$ cat src/rtl/multicycle_core.sv
// rtl/multicycle_core.sv - multicycle load/store core sharing one memory port for fetch and data
// Optional feature macro: CORE_MUL_EN (opcode 11 becomes MUL; otherwise opcode 11 is illegal).
module multicycle_core #(
   parameter int DATA_W = 16,
   parameter int ADDR_W = 8,
   parameter int NREGS  = 8
) (
   input  logic              clk,
   input  logic              rst,
   output logic              mem_req,
   output logic              mem_we,
   output logic [ADDR_W-1:0] mem_addr,
   output logic [DATA_W-1:0] mem_wdata,
   input  logic [DATA_W-1:0] mem_rdata,
   input  logic              mem_ready,
   input  logic [3:0]        dbg_sel,
   output logic [DATA_W-1:0] dbg_data,
   output logic              halted,
   output logic              illegal
);

   localparam int RW = (NREGS > 1) ? $clog2(NREGS) : 1;

   localparam logic [3:0] OP_NOP  = 4'd0;
   localparam logic [3:0] OP_ADD  = 4'd1;
   localparam logic [3:0] OP_SUB  = 4'd2;
   localparam logic [3:0] OP_AND  = 4'd3;
   localparam logic [3:0] OP_OR   = 4'd4;
   localparam logic [3:0] OP_XOR  = 4'd5;
   localparam logic [3:0] OP_ADDI = 4'd6;
   localparam logic [3:0] OP_LD   = 4'd7;
   localparam logic [3:0] OP_ST   = 4'd8;
   localparam logic [3:0] OP_BEQZ = 4'd9;
   localparam logic [3:0] OP_JMP  = 4'd10;
`ifdef CORE_MUL_EN
   localparam logic [3:0] OP_MUL  = 4'd11;
`endif
   localparam logic [3:0] OP_HALT = 4'd15;

   typedef enum logic [2:0] {
      S_FETCH,
      S_DECODE,
      S_EXECUTE,
      S_MEMORY,
      S_WRITEBACK,
      S_HALT
   } state_t;

   state_t            state;
   state_t            state_nx;
   logic              started;
   logic [15:0]       ir;
   logic [ADDR_W-1:0] pc;
   logic [ADDR_W-1:0] addr_q;
   logic [DATA_W-1:0] a_q;
   logic [DATA_W-1:0] b_q;
   logic [DATA_W-1:0] d_q;
   logic [DATA_W-1:0] res_q;
   logic [DATA_W-1:0] regs [NREGS];

   logic [3:0]        op;
   logic [RW-1:0]     rd;
   logic [RW-1:0]     rs1;
   logic [RW-1:0]     rs2;
   logic [3:0]        imm;
   logic [RW-1:0]     dbg_idx;
   logic              done;
   logic [DATA_W-1:0] alu_y;
   logic [DATA_W-1:0] ldst_sum;
   logic [15:0]       simm16;
   logic [15:0]       jmp16;
   logic              writes_rd;
   logic              is_ld;
   logic              is_st;
   logic              is_halt;
   logic              is_bad;
   logic              unused_bits;

   assign op       = ir[15:12];
   assign rd       = ir[8 +: RW];
   assign rs1      = ir[4 +: RW];
   assign rs2      = ir[0 +: RW];
   assign imm      = ir[3:0];
   assign dbg_idx  = dbg_sel[RW-1:0];
   assign done     = mem_req & mem_ready;
   assign ldst_sum = a_q + DATA_W'(imm);
   assign simm16   = {{12{imm[3]}}, imm};
   assign jmp16    = {8'h00, ir[7:0]};
   assign halted   = (state == S_HALT);

   // Register 0 is never written, so it keeps its reset value of zero.
   assign dbg_data = regs[dbg_idx];

   assign unused_bits = ^{dbg_sel, ir, simm16, jmp16, ldst_sum};

   // Opcode classification from the latched instruction.
   always_comb begin
      writes_rd = 1'b0;
      is_ld     = 1'b0;
      is_st     = 1'b0;
      is_halt   = 1'b0;
      is_bad    = 1'b0;
      case (op)
         OP_ADD, OP_SUB, OP_AND, OP_OR, OP_XOR, OP_ADDI: writes_rd = 1'b1;
`ifdef CORE_MUL_EN
         OP_MUL:                  writes_rd = 1'b1;
`endif
         OP_LD:                   is_ld     = 1'b1;
         OP_ST:                   is_st     = 1'b1;
         OP_NOP, OP_BEQZ, OP_JMP: ;
         OP_HALT:                 is_halt   = 1'b1;
         default:                 is_bad    = 1'b1;
      endcase
   end

   // ALU result, wrapping modulo 2^DATA_W.
   always_comb begin
      alu_y = '0;
      case (op)
         OP_ADD:  alu_y = a_q + b_q;
         OP_SUB:  alu_y = a_q - b_q;
         OP_AND:  alu_y = a_q & b_q;
         OP_OR:   alu_y = a_q | b_q;
         OP_XOR:  alu_y = a_q ^ b_q;
         OP_ADDI: alu_y = a_q + DATA_W'(imm);
`ifdef CORE_MUL_EN
         OP_MUL:  alu_y = a_q * b_q;
`endif
         default: alu_y = '0;
      endcase
   end

   // State register; started keeps the first fetch off the bus until the first edge after reset.
   always_ff @(posedge clk or negedge rst) begin
      if (!rst) begin
         state   <= S_FETCH;
         started <= 1'b0;
      end else begin
         state   <= state_nx;
         started <= 1'b1;
      end
   end

   // Next-state logic; memory states wait for a completed transfer.
   always_comb begin
      state_nx = state;
      case (state)
         S_FETCH:     if (done) state_nx = S_DECODE;
         S_DECODE:    state_nx = S_EXECUTE;
         S_EXECUTE: begin
            if (is_halt)             state_nx = S_HALT;
            else if (is_ld || is_st) state_nx = S_MEMORY;
            else if (writes_rd)      state_nx = S_WRITEBACK;
            else                     state_nx = S_FETCH;
         end
         S_MEMORY:    if (done) state_nx = is_ld ? S_WRITEBACK : S_FETCH;
         S_WRITEBACK: state_nx = S_FETCH;
         S_HALT:      state_nx = S_HALT;
         default:     state_nx = S_FETCH;
      endcase
   end

   // Bus outputs are pure functions of registered state, so they hold steady during waits.
   always_comb begin
      mem_req   = 1'b0;
      mem_we    = 1'b0;
      mem_addr  = '0;
      mem_wdata = '0;
      case (state)
         S_FETCH: begin
            mem_req  = started;
            mem_addr = pc;
         end
         S_MEMORY: begin
            mem_req   = 1'b1;
            mem_we    = is_st;
            mem_addr  = addr_q;
            mem_wdata = is_st ? d_q : '0;
         end
         default: ;
      endcase
   end

   // Datapath: instruction latch, PC update, operand read, address/result capture, register write.
   always_ff @(posedge clk or negedge rst) begin
      if (!rst) begin
         pc      <= '0;
         ir      <= '0;
         addr_q  <= '0;
         a_q     <= '0;
         b_q     <= '0;
         d_q     <= '0;
         res_q   <= '0;
         illegal <= 1'b0;
         for (int i = 0; i < NREGS; i++) regs[i] <= '0;
      end else begin
         case (state)
            S_FETCH: begin
               if (done) begin
                  ir <= mem_rdata[15:0];
                  pc <= pc + ADDR_W'(1);
               end
            end
            S_DECODE: begin
               a_q <= regs[rs1];
               b_q <= regs[rs2];
               d_q <= regs[rd];
            end
            S_EXECUTE: begin
               res_q  <= alu_y;
               addr_q <= ldst_sum[ADDR_W-1:0];
               if (is_bad) illegal <= 1'b1;
               if (op == OP_BEQZ && d_q == '0) pc <= pc + simm16[ADDR_W-1:0];
               if (op == OP_JMP) pc <= jmp16[ADDR_W-1:0];
            end
            S_MEMORY: begin
               if (done && is_ld) res_q <= mem_rdata;
            end
            S_WRITEBACK: begin
               if (rd != '0) regs[rd] <= res_q;
            end
            default: ;
         endcase
      end
   end

endmodule

$ cat config.mk
export PLATFORM = sky130hd
export DESIGN_NAME = multicycle_core
export DESIGN_NICKNAME = d
export VERILOG_FILES = /design/src/rtl/multicycle_core.sv
export SDC_FILE = /design/constraint.sdc
export NUM_CORES = 1
export LEC_CHECK = 0
export CORE_ASPECT_RATIO = 1.75
export CORE_UTILIZATION = 40
export DETAILED_ROUTE_END_ITERATION = 10
export HOLD_SLACK_MARGIN = 0.15
export PLACE_DENSITY = 0.54
export SLEW_MARGIN = 15
export SYNTH_ARGS = -nofsm -noshare
export SYNTH_HDL_FRONTEND = slang
export SYNTH_SLANG_ARGS = --single-unit
$ cat constraint.sdc
create_clock -name clk -period 3.8 [get_ports clk]
set_clock_uncertainty 0.2 [all_clocks]
set_input_delay 0.76 -clock clk [delete_from_list [all_inputs] [get_ports clk]]
set_output_delay 0.76 -clock clk [all_outputs]
set_load 0.02 [all_outputs]
Word-level counts from Yosys, hierarchy flattened

Cells that the tools add are included.

Input port bits: 23
Output and inout port bits: 44
Logic and storage cells: 113
Register bits: 229

$add $sub $neg: 5
Multiplexer cells: 38
Reductions and logical operators: 18
Eq/ne operators: 20
Magnitude comparators: 5
Bitwise logic cells: 9

Operators with widths:

| operator            | count |
|---|---|
| $bmux 16 s3         | 4 |
| $mux 16             | 12 |
| $bwmux 128          | 1 |
| $pmux 16 s6         | 1 |
| $demux 16 s3        | 1 |
| $pmux 16 s2         | 1 |
| $pmux 8 s2          | 2 |
| $mux 8              | 3 |
| $mux 3              | 6 |
| $add 16x16->16      | 1 |
| $add 16x4->16       | 1 |
| $and 16x16->16      | 1 |
| $eq 4x3->1 const B  | 4 |
| $eq 4x4->1 const B  | 4 |
| $ge 4x4->1 const B  | 4 |
| $logic_not 16->1    | 1 |
| $not 3->4           | 4 |
| $or 16x16->16       | 1 |
| $sub 16x16->16      | 1 |
| $xor 16x16->16      | 1 |
| $pmux 3 s5          | 1 |
| $reduce_or 12->1    | 1 |
| $reduce_and 2->1    | 5 |
| $add 8x1->8 const B | 1 |
| other kinds (21)    | 33 |

Longest topological paths before layout

Gate-level depths: netlist of run 1.

Depth after elaboration: 7
Gate-level depth with buffers: 14
Gate-level depth less buffers: 13

Least setup slack after synthesis of run 1

No wires, ideal clock.

Kind: register to register
Start: reg b_q[2]
End: reg res_q[12]
Cell stages (with the launch flop): 13
Period minus slack after synthesis: 3168 ps
Setup slack: 632 ps
Arrival: 2846 ps
Data required time: 3477 ps
Buffers on the path: 1
Library setup time: 123 ps
Cell sequence: dfrtp_1 > nor4_2 > nand3_1 > o41ai_1 > xnor2_1 > ha_1 > clkbuf_1 > a21oi_1 > o21ai_1 > a2111o_1 > a22oi_1 > nor2_1 > o221a_2

Cells in the longest elaborated chain, start to end: 3
Elaborated cells on any way between the ends: 4
Those cells by class: add/sub: 2; mux: 2

Ends and longest elaborated chain:

| element                                          | line     | text |
|---|---|---|
| start: declaration                               | 56       | `logic [DATA_W-1:0] b_q;` |
| start signal: assignment                         | 206      | `b_q <= regs[rs2];` |
| $sub 16x16->16 or $add 16x16->16 (tied branches) | 121, 120 |  |
| $pmux 16 s6 *                                    | 119      | `case (op)` |
| $pmux 16 s2 *                                    | 197      | `case (state)` |
| end signal: assignment                           | 210      | `res_q <= alu_y;` |
| end signal: assignment                           | 217      | `if (done && is_ld) res_q <= mem_rdata;` |
| end: declaration                                 | 58       | `logic [DATA_W-1:0] res_q;` |

Every way passes the cells marked *; elsewhere a longest branch is shown, timed or not.
A chain may end at the register's enable or synchronous reset.

Worst setup path after layout of run 1

Start: reg ir[15]
End: out mem_wdata[1]

Cells in the longest elaborated chain, start to end: 4

Ends and longest elaborated chain:

| element                  | line | text |
|---|---|---|
| start: declaration       | 52   | `logic [15:0] ir;` |
| start signal: assignment | 200  | `ir <= mem_rdata[15:0];` |
| $eq 4x4->1               | 103  | `case (op)` |
| $mux 1                   | 103  |  |
| $mux 16                  | 178  | `mem_wdata = is_st ? d_q : '0;` |
| $mux 16                  | 169  | `case (state)` |
| end: declaration         | 13   | `output logic [DATA_W-1:0] mem_wdata,` |

No other way between the ends.

==> results of run 1 <==
[logic make-up after synthesis]
logic type,Yosys count,synth area share
AND/OR/NAND/NOR,288,0.08983
multiplexers,320,0.3223
other,1,0.0002408
flip-flops,228,0.3664
buffers and inverters,145,0.04001
XOR/XNOR,44,0.02523
adder cells (fa/ha/maj),63,0.05207
AO/OA/AOI/OAI,251,0.1040
[flip-flops by register name, indices dropped and copies added, names as in the netlist]
signal   count
regs       128
b_q         16
res_q       16
started      1
ir          15
addr_q       8
state        3
pc           8
a_q         16
illegal      1
d_q         16
[how the worst max path moves through the flow]
stage / end / depth (start not counted)
2_1_floorplan: res_q[12]$_DFFE_PN0P_ / 12
3_3_place_gp: res_q[15]$_DFFE_PN0P_ / 15
3_5_place_dp: res_q[15]$_DFFE_PN0P_ / 15
4_1_cts: mem_wdata[1] / 6
5_1_grt: mem_wdata[1] / 6
6_report: mem_wdata[1] / 6
[critical path, cell delays in order (launching register included)]
cell,delay (ns)
dfrtp_1,0.42
buf_4,0.26
nor2b_1,0.20
and3_1,0.18
buf_4,0.24
and2_1,0.22
clkdlybuf4s50_1,0.62
[power by group through the flow]
stage	registers, mW	logic [mW]	clock network [mW]
floorplan	2.47	0.0325	0
global placement	2.47	0.139	0
detailed placement	2.47	0.140	0
CTS	2.43	0.141	2.69
global route	2.43	0.150	2.76
finish	2.43	0.136	2.62
[layout by cell type (no fill, tap or decap), types with 7 or more instances in the layout]
cell type	instances
dfrtp_1	223
mux2_2	131
mux4_2	128
nor2_1	111
a21oi_1	93
buf_4	80
nand2_1	64
clkdlybuf4s50_1	62
ha_1	59
mux2i_1	51
o21ai_0	48
inv_1	40
xnor2_1	36
clkbuf_16	25
and2_1	18
a22oi_1	16
a221oi_1	15
nor3_1	14
nor2b_1	13
nand3_1	11
nand2b_1	11
mux2_4	10
and3_1	9
nand4_1	8
a211oi_1	8
a31oi_1	7
xor2_1	7
o211ai_1	7
[cell type report]
type                            count  share of cell area
Multi-Input combinational cell    967              0.5159
Clock inverter                     16             0.01134
Clock buffer                       30             0.03639
Sequential cell                   228              0.3176
Tap cell                          485             0.03374
Timing Repair Buffer              152             0.07653
Inverter                           41            0.008557
[metrics by stage]
stage                     hold WS [ns]  utilization
after floorplan                 0.2461            -
after CTS                       0.2497       0.4677
after detailed placement        0.2360       0.4451
final                           0.2425       0.4684
after global routing            0.2718       0.4684
after global placement          0.2168       0.4451
[per-layer routing]
metal  up-vias  wire length, um  share of wire  track usage
met5         -                0              0            0
met4         0             2453          0.051       0.1254
met3       108             1884          0.039      0.02582
met2       331            25410           0.53       0.4457
met1      5854            18330           0.38       0.2978
li1       5193                -              -            -
[repair_timing]
item,CTS,global route
endpoints found under the setup margin,0,18
hold buffers,1,0
endpoints found under the hold margin,77,0
gates resized for setup,0,6
==> flow_summary.json, run 1 <==
{
  "status": "finished, final reports clean",
  "arrival_ns": 2.69,
  "fin_area_mm2": 0.01798,
  "p_sw_mw": 1.194,
  "drv_cap": 0,
  "synth_warnings": 0,
  "period_minus_slack_ns": 3.655,
  "ys.flop_type": "dfrtp_1",
  "p_comb_frac": 0.026,
  "clock_path_buffers": 3,
  "dieArea_mm2": 0.03975,
  "drt-pass1-iter-count": 5,
  "vias": 11486,
  "rsz0062_at_grt": "false",
  "path_max_fanout": 17,
  "syn-cell-area_mm2": 0.01557,
  "cts-root-buf": "clkbuf_16",
  "hold_violations": 0,
  "cts_inserted_buffers": 25,
  "intPower_mw": 3.989,
  "powerDensity_mw_per_mm2": 288.2,
  "wl_um": 48070,
  "worst_setup_path_end_kind": "output port",
  "hpwl_um": 34390,
  "crit_start": "ir[15]$_DFFE_PN0P_",
  "dp_slack_ns": 0.07020,
  "r2r_setup_slack_ns": 0.24,
  "cts_sinks": 228,
  "antenna_found_initial": 0,
  "port-buffer-count": 65,
  "cts_tree": "yes",
  "core_mm2": 0.03839,
  "tns_ns": 0,
  "fp.dieH_um": 263.0,
  "reg2reg_to": "res_q[12]$_DFFE_PN0P_",
  "setup_viol_count_final": 0,
  "nets": 1501,
  "drive_above_1_share": 0.3068,
  "clock.fmax_mhz": 273.6,
  "ff_latch_area_mm2": 0.005712,
  "critPathKind": "flip-flop to output port",
  "clock_latency_ns": 0.56,
  "yosysMostFrequentCell": "dfrtp_1",
  "tightest_slew_ns": 1.078,
  "syn_inst": 1340,
  "rr_worst_depth": 14,
  "postRouteAntennaNets": 0,
  "fill_cells": 3556,
  "drc": 0,
  "placed_cells": 1872,
  "synth_edf_count": 0,
  "min_path_cells": 0,
  "grt_max_degree": 97,
  "post_cts_buffers": 0,
  "synth_seq_area_share": 0.3664,
  "syn_area_per_cell_um2": 11.62,
  "gp_congestion": 0.9109,
  "power_frac_seq": 0.468,
  "clkPwrFrac": 0.505,
  "synth_top_area_share": 0.3664,
  "rows": 95,
  "die_w_um": 151.2,
  "htree_num_levels": 1,
  "initial_core_util": 0.4056,
  "ys_ff_latch": 228,
  "p_leak_nw": 7.561,
  "grt_use_total": 0.2517,
  "critical_path.startpoint_type": "flip-flop",
  "hold_path.class": "flip-flop to flip-flop",
  "synth.distinct_cells": 77,
  "diodes": 0,
  "ir_drop_uv": 268.4,
  "synth_common_cells": "228 x dfrtp_1, 131 x mux2_2, 128 x mux4_2",
  "avgViaCountPerCell": 5.985,
  "holdPathEnd": "regs[116]$_DFFE_PN0P_",
  "worstReg2RegStart": "b_q[2]$_DFFE_PN0N_",
  "worstPathRequired_ns": 2.84,
  "synth_top_cell_by_area": "dfrtp_1",
  "period_share": 0.9618,
  "design.portCount": 67,
  "maxSlewViolCount": 0,
  "grt_pass1_wl_um": 74210,
  "routedWlPerCell_um": 25.05,
  "setup_slack_ns": 0.1451,
  "path_clk_slew_ns": 0.06,
  "multi_input_area_mm2": 0.009278,
  "swShare": 0.2304,
  "syn2layout_area_growth_pct": 15.49,
  "layout.cells.non_filler": 1919,
  "slew_headroom": 0.2811,
  "dpl-instance-area_mm2": 0.01709,
  "synthesis.nets": 1426,
  "power_mw": 5.183,
  "synth_area_leaders": "dfrtp_1 37%, mux4_2 19%, mux2_2 9.5%",
  "async_flop_share": 1.000,
  "min-delay-start": "regs[116]$_DFFE_PN0P_",
  "drt-initial-drc-count": 649,
  "grt_pass1_vias": 11957,
  "overflow": 0
}
Power figures use the tool's default switching activity.
==> run 2: changes to the inputs <==
--- a/config.mk
+++ b/config.mk
@@ -6,10 +6,10 @@
 export NUM_CORES = 1
 export LEC_CHECK = 0
 export CORE_ASPECT_RATIO = 1.75
-export CORE_UTILIZATION = 40
+export CORE_UTILIZATION = 50
 export DETAILED_ROUTE_END_ITERATION = 10
 export HOLD_SLACK_MARGIN = 0.15
-export PLACE_DENSITY = 0.54
+export PLACE_DENSITY = 0.68
 export SLEW_MARGIN = 15
 export SYNTH_ARGS = -nofsm -noshare
 export SYNTH_HDL_FRONTEND = slang
==> flow_summary.json, run 2 (same netlist as run 1, synthesis figures left out) <==
{
  "holdPathEnd": "regs[125]$_DFFE_PN0P_",
  "htree_num_levels": 1,
  "drt-pass1-iter-count": 5,
  "hold_path.class": "flip-flop to flip-flop",
  "drive_above_1_share": 0.2926,
  "worstPathRequired_ns": 2.84,
  "layout_common_cells": "224 x dfrtp_1, 131 x mux2_2, 128 x mux4_2, 111 x nor2_1, 93 x a21oi_1",
  "hold_violations": 0,
  "period_share": 0.9780,
  "initial_core_util": 0.5067,
  "drv_cap": 0,
  "clock_path_buffers": 3,
  "largest_register_ffs": 128,
  "tns_ns": 0,
  "clock_latency_ns": 0.54,
  "powerDensity_mw_per_mm2": 274.6,
  "path_clk_slew_ns": 0.06,
  "overflow": 0,
  "port-buffer-count": 65,
  "design.portCount": 67,
  "cts_sinks": 228,
  "status": "finished, final reports clean",
  "final_common_cell": "dfrtp_1",
  "reg2reg_to": "res_q[15]$_DFFE_PN0P_",
  "rsz0062_at_grt": "false",
  "arrival_ns": 2.76,
  "slew_headroom": 0.3353,
  "power_mw": 4.825,
  "path_max_fanout": 32,
  "cts_tree": "yes",
  "grt_max_degree": 113,
  "nets": 1478,
  "min-delay-start": "regs[125]$_DFFE_PN0P_",
  "syn2layout_area_growth_pct": 12.85,
  "critPathKind": "input pin to output port",
  "grt_pass1_vias": 12307,
  "min_path_cells": 0,
  "postRouteAntennaNets": 0,
  "cts-root-buf": "clkbuf_16",
  "worstReg2RegStart": "b_q[2]$_DFFE_PN0N_",
  "drc": 0,
  "r2r_setup_slack_ns": 0.18,
  "diodes": 0,
  "dieArea_mm2": 0.03188,
  "worst_setup_path_end_kind": "output port",
  "gp_congestion": 0.9283,
  "die_w_um": 135.4,
  "cts_inserted_buffers": 23,
  "rr_worst_depth": 14,
  "period_minus_slack_ns": 3.716,
  "p_leak_nw": 7.398,
  "top_register": "regs",
  "antenna_found_initial": 0,
  "routedWlPerCell_um": 25.03,
  "ir_drop_uv": 267.0,
  "grt_use_total": 0.2947,
  "fp.dieH_um": 235.5,
  "setup_viol_count_final": 0,
  "wl_um": 45020,
  "hpwl_um": 31680,
  "grt_pass1_wl_um": 70700,
  "clock.fmax_mhz": 269.1,
  "vias": 11637,
  "maxSlewViolCount": 0,
  "avgViaCountPerCell": 6.469,
  "tightest_slew_ns": 0.9970,
  "critical_path.startpoint_type": "input pin",
  "final_util": 0.5717,
  "drt-initial-drc-count": 922,
  "rows": 85,
  "core_mm2": 0.03074
}
[run 2: critical path: stages]
cell and delay (ns):
clkdlybuf4s50_1 0.51, buf_12 0.24, mux4_2 0.34, mux2_2 0.33
clkdlybuf4s50_1 0.55
[run 2: routing by layer]
metal	vias up	share of wire	GRT usage
li1	5134	-	-
met1	5965	0.37	0.3410
met2	410	0.54	0.5318
met3	128	0.049	0.03919
met4	0	0.043	0.1342
met5	-	0	0
[run 2: repair_timing]
action / 4_1_cts / 5_1_grt
hold endpoints to repair: 11 / 0
setup buffers: 0 / 0
endpoints found under the setup margin: 1 / 3
resized for setup: 1 / 5
pin swaps: 0 / 0
hold buffers: 1 / 0
gates cloned: 0 / 0
[run 2: stage by stage]
step | hold WS [ns] | std cells | setup slack (ns) | cell area, um2
after floorplan | 0.2461 | 1340 | 0.6316 | 15570
after global placement | 0.2186 | 1757 | 0.1167 | 16800
after detailed placement | 0.2252 | 1757 | 0.08096 | 16800
after CTS | 0.2400 | 1799 | 0.08281 | 17550
after global routing | 0.2612 | 1799 | 0.01140 | 17570
final | 0.2506 | 1799 | 0.08375 | 17570
[run 2: worst max path at each step]
stage	endpoint	cells past startpoint	slack (ns)	start
after floorplan	res_q[12]$_DFFE_PN0P_	12	0.63	b_q[2]$_DFFE_PN0N_
after global placement	dbg_data[15]	5	0.12	dbg_sel[1]
after detailed placement	dbg_data[15]	5	0.08	dbg_sel[1]
after CTS	dbg_data[15]	5	0.08	dbg_sel[1]
after global routing	res_q[15]$_DFFE_PN0P_	14	0.01	b_q[2]$_DFFE_PN0N_
final	dbg_data[15]	5	0.08	dbg_sel[1]
[run 2: area by class of cell]
type	count	area, um2
clock inverter	8	68.82
clock buffer	33	663.1
tap	391	489.2
multi-input combinational	967	9276
fill	2551	13160
sequential	228	5710
inverter	41	153.9
timing repair buffer	131	1211
[run 2: power by group]
group | internal, mW | total, mW | switching (mW)
clock network | 1.28 | 2.27 | 0.986
logic | 0.0452 | 0.131 | 0.0862
registers | 2.43 | 2.43 | 0.000280
total | 3.75 | 4.83 | 1.07
